`src/rtl/fifo_wr_arbiter.sv`:
```
// Round-robin, burst-locked arbiter sharing one 8-bit FIFO write port among NUM_REQ requesters.
// A grant holds until the last beat, MAX_BURST beats, or STALL_LIMIT idle cycles.
module fifo_wr_arbiter #(
  parameter int NUM_REQ     = 4,
  parameter int MAX_BURST   = 8,
  parameter int STALL_LIMIT = 16
) (
  input  logic                   clk,
  input  logic                   rst,
  input  logic [NUM_REQ-1:0]     req_valid,
  input  logic [NUM_REQ-1:0]     req_last,
  input  logic [8*NUM_REQ-1:0]   req_data,
  output logic [NUM_REQ-1:0]     req_ready,
  input  logic                   fifo_full,
  output logic                   fifo_wr_en,
  output logic [7:0]             fifo_din,
  output logic [NUM_REQ-1:0]     grant,
  output logic                   busy,
  output logic                   burst_abort
);

  localparam int DATA_W = 8;
  localparam int IW     = (NUM_REQ > 1) ? $clog2(NUM_REQ) : 1;

  typedef enum logic {IDLE, BURST} state_t;

  state_t             state, state_n;
  logic [NUM_REQ-1:0] grant_n;
  logic [IW-1:0]      last_gnt, last_gnt_n;
  logic [7:0]         beat_cnt, beat_cnt_n;
  logic [7:0]         stall_cnt, stall_cnt_n;

  logic          cur_valid, cur_last, accept;
  logic          hit_last, hit_max, hit_stall, end_burst;
  logic          win_found;
  logic [IW-1:0] win_idx;

  // Scanning from after+1 with wrap visits the previous owner last, so it only
  // wins again when nobody else is requesting.
  function automatic logic [IW:0] rr_pick(input logic [NUM_REQ-1:0] valid,
                                          input logic [IW-1:0]      after);
    logic          found;
    logic [IW-1:0] idx;
    int            j;
    found = 1'b0;
    idx   = '0;
    for (int k = 1; k <= NUM_REQ; k++) begin
      j = (int'(after) + k) % NUM_REQ;
      if (!found && valid[j]) begin
        found = 1'b1;
        idx   = IW'(j);
      end
    end
    return {found, idx};
  endfunction

  function automatic logic [7:0] sat_inc(input logic [7:0] v);
    return (v == 8'hFF) ? v : v + 8'd1;
  endfunction

  // In BURST last_gnt is the index of the current owner.
  assign busy       = (state == BURST);
  assign cur_valid  = req_valid[last_gnt];
  assign cur_last   = req_last[last_gnt];
  assign accept     = busy & cur_valid & ~fifo_full;
  assign fifo_wr_en = accept;
  assign req_ready  = busy ? (grant & {NUM_REQ{~fifo_full}}) : '0;
  assign fifo_din   = busy ? req_data[{last_gnt, 3'b000} +: DATA_W] : '0;

  assign hit_last    = accept & cur_last;
  assign hit_max     = accept & (({1'b0, beat_cnt} + 9'd1) >= 9'(MAX_BURST));
  assign hit_stall   = busy & ~cur_valid & (({1'b0, stall_cnt} + 9'd1) >= 9'(STALL_LIMIT));
  assign burst_abort = hit_stall;
  assign end_burst   = hit_last | hit_max | hit_stall;

  assign {win_found, win_idx} = rr_pick(req_valid, last_gnt);

  always_comb begin
    state_n     = state;
    grant_n     = grant;
    last_gnt_n  = last_gnt;
    beat_cnt_n  = beat_cnt;
    stall_cnt_n = stall_cnt;
    case (state)
      IDLE: begin
        if (win_found) begin
          state_n     = BURST;
          grant_n     = NUM_REQ'(1) << win_idx;
          last_gnt_n  = win_idx;
          beat_cnt_n  = '0;
          stall_cnt_n = '0;
        end
      end
      BURST: begin
        // Backpressure with valid high leaves stall_cnt untouched.
        if (accept) begin
          beat_cnt_n  = sat_inc(beat_cnt);
          stall_cnt_n = '0;
        end else if (!cur_valid) begin
          stall_cnt_n = sat_inc(stall_cnt);
        end
        if (end_burst) begin
          beat_cnt_n  = '0;
          stall_cnt_n = '0;
          if (win_found) begin
            grant_n    = NUM_REQ'(1) << win_idx;
            last_gnt_n = win_idx;
          end else begin
            state_n = IDLE;
            grant_n = '0;
          end
        end
      end
      default: state_n = IDLE;
    endcase
  end

  always_ff @(posedge clk or posedge rst) begin
    if (rst) begin
      state     <= IDLE;
      grant     <= '0;
      last_gnt  <= IW'(NUM_REQ - 1);
      beat_cnt  <= '0;
      stall_cnt <= '0;
    end else begin
      state     <= state_n;
      grant     <= grant_n;
      last_gnt  <= last_gnt_n;
      beat_cnt  <= beat_cnt_n;
      stall_cnt <= stall_cnt_n;
    end
  end

endmodule
```
`config.mk`:
```
export PLATFORM = sky130hd
export DESIGN_NAME = fifo_wr_arbiter
export DESIGN_NICKNAME = d
export VERILOG_FILES = /design/src/rtl/fifo_wr_arbiter.sv
export SDC_FILE = /design/constraint.sdc
export NUM_CORES = 1
export LEC_CHECK = 0
export ABC_CLOCK_PERIOD_IN_PS = 3700
export BUFFER_PORTS_ARGS = -buffer_cell sky130_fd_sc_hd__clkbuf_2
export CAP_MARGIN = 30
export CORE_UTILIZATION = 53
export CTS_CLUSTER_DIAMETER = 60
export DETAILED_ROUTE_END_ITERATION = 12
export HOLD_SLACK_MARGIN = 0.03
export PLACE_DENSITY = 0.88
export SYNTH_ARGS = -nofsm -noshare
export SYNTH_HDL_FRONTEND = slang
export SYNTH_SLANG_ARGS = --single-unit
```
`constraint.sdc`:
```
create_clock -name clk -period 3.7 [get_ports clk]
set_input_delay 0.37 -clock clk [delete_from_list [all_inputs] [get_ports clk]]
set_output_delay 0.37 -clock clk [all_outputs]
set_load 0.01 [all_outputs]
```
==> results of run 1 <==
[how the worst max path moves through the flow]
stage                      startpoint          end  slack, ps  cells after the start
after floorplan           last_gnt[0]  beat_cnt[2]       1590                      5
after global placement    last_gnt[0]     grant[2]       1050                      6
after detailed placement  last_gnt[0]     grant[2]        990                      6
after CTS                 last_gnt[0]     grant[2]        960                      6
after global routing      last_gnt[0]     grant[2]        800                      6
final                     last_gnt[0]     grant[2]        970                      6
[kinds of logic (layout without fill, tap and decap cells)]
family	count (synthesis)	count (layout)	share of synthesized area (%)
and+or+nand+nor	67	67	22.05
AOI/OAI and AO/OA	39	39	19.26
DFF	23	23	34.89
buffers and inverters	16	74	4.003
muxes	14	14	16.24
adders and majority gates	4	4	3.021
xor gates and xnor gates	1	1	0.5288
[registers in the layout, summed over array words and instances, names as in the netlist]
signal,count
beat_cnt,8
busy,1
grant,4
last_gnt,2
stall_cnt,8
[critical path, cell delays in order, from the launching register on]
cell and delay [ps]:
dfstp_2 780, mux4_2 550, nor2_1 100, o311a_1 210, a21oi_2 120, a21oi_2 470, mux2_2 400
[power groups by stage]
| stage | registers [W] | clock network [W] | logic, W |
|---|---|---|---|
| floorplan | 0.000369 | 0 | 0.000496 |
| CTS | 0.000426 | 0.000121 | 0.000606 |
| detailed placement | 0.000430 | 0 | 0.000600 |
| finish | 0.000427 | 0.000121 | 0.000603 |
| global placement | 0.000429 | 0 | 0.000586 |
| global route | 0.000444 | 0.000128 | 0.000661 |
[through the flow]
stage / instances / power, W
floorplan: 164 / 0.0008652
global placement: 249 / 0.001014
detailed placement: 249 / 0.001030
CTS: 253 / 0.001153
global route: 253 / 0.001233
finish: 253 / 0.001151
[cells in the mapped netlist]
| library cell | number | share of area (%) |
|---|---|---|
| a211oi_1 | 3 | 1.4 |
| a211oi_4 | 1 | 1.2 |
| a21boi_1 | 1 | 0.45 |
| a21oi_1 | 6 | 1.8 |
| a21oi_2 | 3 | 1.6 |
| a221o_1 | 1 | 0.60 |
| a22o_1 | 3 | 1.6 |
| a311o_1 | 1 | 0.60 |
| a31o_2 | 2 | 1.1 |
| a31oi_1 | 2 | 0.76 |
| a32o_1 | 2 | 1.2 |
| a41oi_1 | 1 | 0.53 |
| a41oi_2 | 1 | 0.98 |
| and2_1 | 16 | 6.0 |
| and3_1 | 7 | 2.6 |
| and4_1 | 1 | 0.53 |
| buf_2 | 2 | 0.60 |
| buf_4 | 1 | 0.45 |
| clkbuf_1 | 4 | 0.91 |
| dfrtp_1 | 21 | 32 |
| dfstp_2 | 2 | 3.2 |
| ha_1 | 4 | 3.0 |
| inv_1 | 9 | 2.0 |
| mux2_2 | 3 | 2.0 |
| mux2i_1 | 1 | 0.60 |
| mux4_2 | 10 | 14 |
| nand2_1 | 8 | 1.8 |
| nand2b_1 | 4 | 1.5 |
| nand3_1 | 6 | 1.8 |
| nand4_1 | 5 | 1.9 |
| nor2_1 | 11 | 2.5 |
| nor2b_1 | 2 | 0.76 |
| nor3_1 | 3 | 0.91 |
| nor3b_1 | 2 | 0.91 |
| o211ai_2 | 1 | 0.76 |
| o21ai_0 | 4 | 1.2 |
| o21ai_2 | 1 | 0.53 |
| o21bai_1 | 1 | 0.45 |
| o22ai_1 | 1 | 0.38 |
| o2bb2ai_1 | 3 | 1.6 |
| o311a_1 | 1 | 0.60 |
| or2_1 | 1 | 0.38 |
| or2_2 | 1 | 0.38 |
| xnor2_1 | 1 | 0.53 |
[metal layers]
layer | share of wire (%) | routed length, um | vias to the layer above | global-route usage [%]
met1 | 40 | 1658 | 750 | 33.68
met5 | 0 | 0 | - | 0
li1 | - | - | 733 | -
met4 | 1.8 | 73 | 0 | 8.163
met2 | 52 | 2131 | 60 | 44.17
met3 | 5.8 | 238 | 9 | 4.241
[layout by cell type, fill, tap and decap left out, drive strengths merged, types with 4 or more instances in the layout]
cell type / netlist / final
o21ai: 5 / 5
nand4: 5 / 5
inv: 9 / 9
nand2b: 4 / 4
clkbuf: 4 / 65
nand2: 8 / 8
nand3: 6 / 6
and2: 16 / 16
and3: 7 / 7
dfrtp: 21 / 21
a211oi: 4 / 4
ha: 4 / 4
nor2: 11 / 11
mux4: 10 / 10
a21oi: 9 / 9
[cell type report]
class / instances / area (sq um) / share of cell area, %
Clock buffer: 4 / 26.28 / 1.317
Inverter: 9 / 33.78 / 1.694
Multi-Input combinational cell: 125 / 1012 / 50.75
Sequential cell: 23 / 578.1 / 28.98
Tap cell: 31 / 38.79 / 1.945
Timing Repair Buffer: 61 / 305.3 / 15.31
==> results.rst, run 1 <==
.. list-table::
   :header-rows: 1

   * - Metric
     - Value
   * - Clock root cell
     - clkbuf_4
   * - Buffers from clock root to sink, at most
     - 2
   * - Net switching power figure
     - between 0.0004 and 0.0005 W
   * - Router iterations before antenna repair
     - 8
   * - Clk pwr share
     - 10.5%
   * - FP Rows
     - 19
   * - Register bit count reported by yosys
     - 23
   * - Number of global-route vias before repair
     - roughly 1400
   * - Fraction of layout instances using a drive strength above 1
     - between 40% and 50%
   * - DPL Wire Length
     - 3.167 mm
   * - Max-capacitance violation count
     - 0
   * - Synthesis Warnings
     - 0
   * - 1st-iter DRT viols
     - 68
   * - Combined area of all synthesized cells
     - approximately 0.0017 sq mm
   * - Sinks on Clock Net
     - 23
   * - Data arrival time of the critical path
     - just under 3000 ps
   * - Power per cell area
     - between 500 and 600 mW/mm^2
   * - Worst-margin pin slew
     - between 900 and 1000 ps
   * - Worst IR Drop VDD
     - between 0.0003 and 0.0004 V
   * - Number of antenna cells inserted
     - 0
   * - Core utilization of the finished layout
     - between 60 and 70%
   * - Top achievable clock speed
     - around 370 MHz
   * - Final critical-path required period
     - 2729 ps
   * - Internal Pwr Total
     - between 0.0006 and 0.0007 W
   * - Core Region
     - about 0.0029 sq mm
   * - Reg-to-Reg Start
     - last_gnt[0]
   * - Sequential share of the synthesized area
     - 34.89%
   * - Startpoint Class
     - register
   * - Final Max Tran Viols
     - 0
   * - Wire length of the first global-routing pass
     - approximately 6.6 mm
   * - Final Cycle Share
     - about 74%
   * - Clock latency on the worst-skew pair
     - ~330 ps
   * - Reg2reg path depth
     - 6
   * - Switching power as a share of total power
     - between 40% and 50%
   * - Average wire per cell in the routed design
     - between 15 and 20 um
   * - Routed wire length
     - approximately 4.1 mm
   * - Post-synthesis cell count
     - 164
   * - Relative slew slack
     - 34.59%
   * - TritonCTS clock tree
     - yes
   * - Final count of hold timing violations
     - 0
   * - Setup slack of the most critical reg-to-reg path
     - 970 ps
   * - Number of buffers inserted during clock tree synthesis
     - 3
   * - Remaining global-route overflow
     - 0
   * - Net count after synthesis
     - 211
   * - Drt drc
     - 1
   * - Setup repair after global routing missed its margin
     - no
   * - Initial core utilization
     - a little under 60%
   * - Cell leakage power
     - ~1 nW
   * - Critical R2R Capture
     - grant[2]
   * - Power share of the sequential group
     - between 30% and 40%
   * - Combinational group share of total power
     - between 50% and 60%
   * - Overall track demand over capacity in global routing
     - 25.82%
   * - Placed cell areas
     - 0.001968 sq mm
   * - Count of nets left with antenna violations after detail routing
     - 0
   * - Die width
     - roughly 58 um
   * - Clock transition time at the flip-flop clock pins of the worst setup and hold paths
     - 130 ps
   * - Initial antenna violation count
     - 0
   * - Count of different cell masters after synthesis
     - 44
   * - Clock H-tree levels
     - 1
   * - Number of I/O port buffers
     - 61
   * - Number of setup violations in the final report
     - 0
   * - Critical path class
     - reg2reg
   * - Post-synthesis average cell area
     - slightly above 10 sq um
   * - Violated checks
     - design-rule violations
   * - Count of hold buffers inserted by post-cts repair
     - 0
   * - Classification of the worst-slack hold path
     - in2async
   * - Worst Setup Slack, final
     - 971.2 ps
   * - Number of post-CTS setup repair buffers
     - 0
   * - Vert. Die Dim
     - ~58 um
   * - Setup tns final
     - 0 ps
   * - Status
     - finished with violations
   * - Critical Path Sink Type
     - register
   * - Post-DR vias/cell
     - about 6.1
   * - Clock Skews
     - a little over 9 ps
   * - Total Die Area
     - 0.003353 sq mm
   * - Area growth, synth to finish
     - 20.39%
   * - Final nets
     - 270
   * - Global placer's final weighted congestion
     - about 0.79
   * - Critical path required time
     - 3930 ps
   * - Largest net degree at the start of global routing
     - 24
   * - CTS-repair resized insts
     - 0
   * - Top-Level Pins
     - between 60 and 70
   * - Critical path peak fanout
     - 13
   * - Design Area, Final
     - approximately 0.002 sq mm
   * - Worst hold margin
     - about 190 ps
   * - Vias
     - ~1600
   * - # fillers
     - roughly 230
   * - DP Worst Slack
     - 987.0 ps
(Power assumes the default switching activity.)
==> run 2: changes to the inputs <==
==> config.mk (replaced) <==
export PLATFORM = sky130hd
export DESIGN_NAME = fifo_wr_arbiter
export DESIGN_NICKNAME = d
export VERILOG_FILES = /design/src/rtl/fifo_wr_arbiter.sv
export SDC_FILE = /design/constraint.sdc
export NUM_CORES = 1
export LEC_CHECK = 0
export ABC_CLOCK_PERIOD_IN_PS = 2400
export BUFFER_PORTS_ARGS = -buffer_cell sky130_fd_sc_hd__clkbuf_2
export CAP_MARGIN = 30
export CORE_UTILIZATION = 44
export CTS_CLUSTER_DIAMETER = 60
export DETAILED_ROUTE_END_ITERATION = 12
export HOLD_SLACK_MARGIN = 0.03
export PLACE_DENSITY = 0.79
export SYNTH_ARGS = -nofsm -noshare
export SYNTH_HDL_FRONTEND = slang
export SYNTH_SLANG_ARGS = --single-unit
==> constraint.sdc (replaced) <==
create_clock -name clk -period 2.4 [get_ports clk]
set_input_delay 0.24 -clock clk [delete_from_list [all_inputs] [get_ports clk]]
set_output_delay 0.24 -clock clk [all_outputs]
set_load 0.01 [all_outputs]
==> run 2 against run 1 <==
The flow now finishes without violations; largest cell class unchanged; sequential power grew 38%; largest power group unchanged; maximum frequency grew 22%; final cell count grew 8.3%; critical endpoint unchanged; power grew 64%; clock skew shrank 3.2 ps; register-to-register slack lost 800 ps; clock-buffer cell count is the same; via count shrank 0.13%.
==> results.rst, run 2 (same netlist as run 1, synthesis figures left out) <==
.. list-table::
   :header-rows: 1

   * - Metric
     - Value
   * - Reg-to-Reg Start
     - last_gnt[0] (unchanged)
   * - Sinks on Clock Net
     - 23 (unchanged)
   * - DP Worst Slack
     - 118.0 ps (was 987.0 ps)
   * - Area growth, synth to finish
     - 25.91% (was 20.39%)
   * - Largest net degree at the start of global routing
     - 24 (unchanged)
   * - Critical path required time
     - 2550 ps (was 3930 ps)
   * - Classification of the worst-slack hold path
     - in2async (unchanged)
   * - Design Area, Final
     - 0.002086 sq mm (was 0.001994 sq mm)
   * - Top-Level Pins
     - 62 (unchanged)
   * - Critical path class
     - reg2reg (unchanged)
   * - Registers with the most flip-flops
     - beat_cnt x8, stall_cnt x8, grant x4 (unchanged)
   * - Clock H-tree levels
     - 1 (unchanged)
   * - Endpoint of the most critical setup path
     - grant[2] (unchanged)
   * - Vert. Die Dim
     - 63.36 um (was 57.91 um)
   * - Number of post-CTS setup repair buffers
     - 0 (unchanged)
   * - Buffers from clock root to sink, at most
     - 2 (unchanged)
   * - Wire length of the first global-routing pass
     - 6.831 mm (was 6.610 mm)
   * - Combinational group share of total power
     - 56.1% (was 52.4%)
   * - Crit. path cell count
     - 6 (unchanged)
   * - Core utilization of the finished layout
     - 60.14% (was 69.91%)
   * - Largest incremental delay on the critical path
     - 580 ps (was 780 ps)
   * - Worst Setup Slack, final
     - 168.9 ps (was 971.2 ps)
   * - Initial antenna violation count
     - 0 (unchanged)
   * - Worst IR Drop VDD
     - 0.0005900 V (was 0.0003499 V)
   * - Most common library cell in the layout ignoring fill and taps
     - clkbuf_2 (unchanged)
   * - Critical path peak fanout
     - 5 (was 13)
   * - Count of hold buffers inserted by post-cts repair
     - 0 (unchanged)
   * - Number of setup violations in the final report
     - 0 (unchanged)
   * - Drt drc
     - 0 (was 1)
   * - Placed cell areas
     - 0.002032 sq mm (was 0.001968 sq mm)
   * - TritonCTS clock tree
     - yes (unchanged)
   * - Vias
     - 1550 (was 1552)
   * - Worst-margin pin slew
     - 862.1 ps (was 970.8 ps)
   * - Top achievable clock speed
     - 448.2 MHz (was 366.5 MHz)
   * - Core Region
     - 0.003468 sq mm (was 0.002853 sq mm)
   * - Number of buffers and inverters on the critical path
     - 0 (unchanged)
   * - Setup tns final
     - 0 ps (unchanged)
   * - Final Max Tran Viols
     - 0 (unchanged)
   * - Net switching power figure
     - 0.0007483 W (was 0.0004731 W)
   * - Critical R2R Capture
     - grant[2] (unchanged)
   * - Average wire per cell in the routed design
     - 15.05 um (was 16.21 um)
   * - Final nets
     - 276 (was 270)
   * - Internal Pwr Total
     - 0.001138 W (was 0.0006781 W)
   * - Post-DR vias/cell
     - 5.657 (was 6.134)
   * - Remaining global-route overflow
     - 0 (unchanged)
   * - Routed wire length
     - 4.123 mm (was 4.101 mm)
   * - Clk pwr share
     - 12.8% (was 10.5%)
   * - DPL Wire Length
     - 3.233 mm (was 3.167 mm)
   * - # fillers
     - 309 (was 234)
   * - Final count of hold timing violations
     - 0 (unchanged)
   * - Number of I/O port buffers
     - 61 (unchanged)
   * - Count of nets left with antenna violations after detail routing
     - 0 (unchanged)
   * - Number of buffers inserted during clock tree synthesis
     - 3 (unchanged)
   * - Number of global-route vias before repair
     - 1401 (was 1430)
   * - Startpoint Class
     - register (unchanged)
   * - Reg2reg path depth
     - 6 (unchanged)
   * - Die width
     - 63.36 um (was 57.91 um)
   * - Global placer's final weighted congestion
     - 0.8047 (was 0.7933)
   * - Final critical-path required period
     - 2231 ps (was 2729 ps)
   * - Switching power as a share of total power
     - 39.68% (was 41.09%)
   * - Power share of the sequential group
     - 31.2% (was 37.1%)
   * - Critical path's slowest cell
     - dfstp_2 (unchanged)
   * - Number of antenna cells inserted
     - 0 (unchanged)
   * - Max-capacitance violation count
     - 0 (unchanged)
   * - Total placed cells including tap cells
     - 270 (was 249)
   * - Critical Path Start
     - last_gnt[0] (unchanged)
   * - Cell family contributing the most delay on the critical path
     - multiplexers (unchanged)
   * - Cell type with the highest occurrence count on the critical path
     - a21oi_2 (unchanged)
   * - Commonest non-fill, non-tap cells in the layout
     - 61 x clkbuf_2, 21 x dfrtp_1, 16 x and2_1 (unchanged)
   * - Relative slew slack
     - 42.47% (was 34.59%)
   * - Initial core utilization
     - 47.76% (was 58.07%)
   * - Router iterations before antenna repair
     - 4 (was 8)
   * - CP Cell Sequence
     - mux4_2, nor2_1, o311a_1, a21oi_2, a21oi_2, mux2_2 (unchanged)
   * - Fraction of layout instances using a drive strength above 1
     - 41.67% (was 40.09%)
   * - Power per cell area
     - 904.2 mW/mm^2 (was 577.2 mW/mm^2)
   * - Status
     - finished clean (was finished with violations)
   * - Clock latency on the worst-skew pair
     - 270 ps (was 330 ps)
   * - Setup slack of the most critical reg-to-reg path
     - 170 ps (was 970 ps)
   * - Clock root cell
     - clkbuf_8 (was clkbuf_4)
   * - FP Rows
     - 21 (was 19)
   * - Overall track demand over capacity in global routing
     - 21.49% (was 25.82%)
   * - Data arrival time of the critical path
     - 2380 ps (was 2960 ps)
   * - Total Die Area
     - 0.004014 sq mm (was 0.003353 sq mm)
   * - Setup repair after global routing missed its margin
     - no (unchanged)
   * - Clock Skews
     - 6.123 ps (was 9.353 ps)
   * - 1st-iter DRT viols
     - 119 (was 68)
   * - Cell leakage power
     - 1.003 nW (was 0.9727 nW)
   * - Final Cycle Share
     - 92.96% (was 73.75%)
   * - Count of non-filler cells in the finished layout
     - 274 (was 253)
   * - Clock transition time at the flip-flop clock pins of the worst setup and hold paths
     - 80 ps (was 130 ps)
   * - Critical Path Sink Type
     - register (unchanged)
## run 2: cell count changes in the layout (fill, tap and decap cells not counted), sizes merged
cell  previous run  this run
buf              0         6
## run 2: routing by layer
metal	track usage, %	up-vias	wire, um
li1	-	744	-
met2	33.11	40	2090
met1	31.60	764	1865
met3	4.167	2	156
met5	0	-	0
met4	3.409	0	10
## run 2: worst min-delay path by stage
stage	endpoint	slack, ps
2_1_floorplan	beat_cnt[0]	240
4_1_cts	stall_cnt[7]	150
5_1_grt	stall_cnt[7]	200
3_3_place_gp	stall_cnt[6]	430
6_report	stall_cnt[6]	120
3_5_place_dp	stall_cnt[7]	450
## run 2: power groups by stage
stage / clock network (W) / logic (W) / registers [W]
after floorplan: 0 / 0.000765 / 0.000569
after global placement: 0 / 0.00103 / 0.000586
after detailed placement: 0 / 0.00105 / 0.000594
after CTS: 0.000248 / 0.00106 / 0.000586
after global routing: 0.000265 / 0.00117 / 0.000605
final: 0.000241 / 0.00106 / 0.000588
## run 2: cell type report
cell class                 count  area, sq um  share of cell area, %
sequential                    23        578.1                  27.71
inverter                       9        33.78                  1.620
tap                           46        57.56                  2.759
clock buffer                   4        45.04                  2.160
timing repair buffer          67        350.3                  16.80
multi-input combinational    125         1021                  48.95
## run 2: what timing repair did
item | 4_1_cts | 5_1_grt
endpoints found under the setup margin | 0 | 4
hold endpoints to repair | 0 | 0
gates resized for setup | 0 | 1
## run 2: through the flow
stage | hold slack, ps | total power (W)
floorplan | 240.4 | 0.001334
global placement | 430.5 | 0.001620
detailed placement | 446.4 | 0.001647
CTS | 151.5 | 0.001891
global route | 203.2 | 0.002039
finish | 121.5 | 0.001886
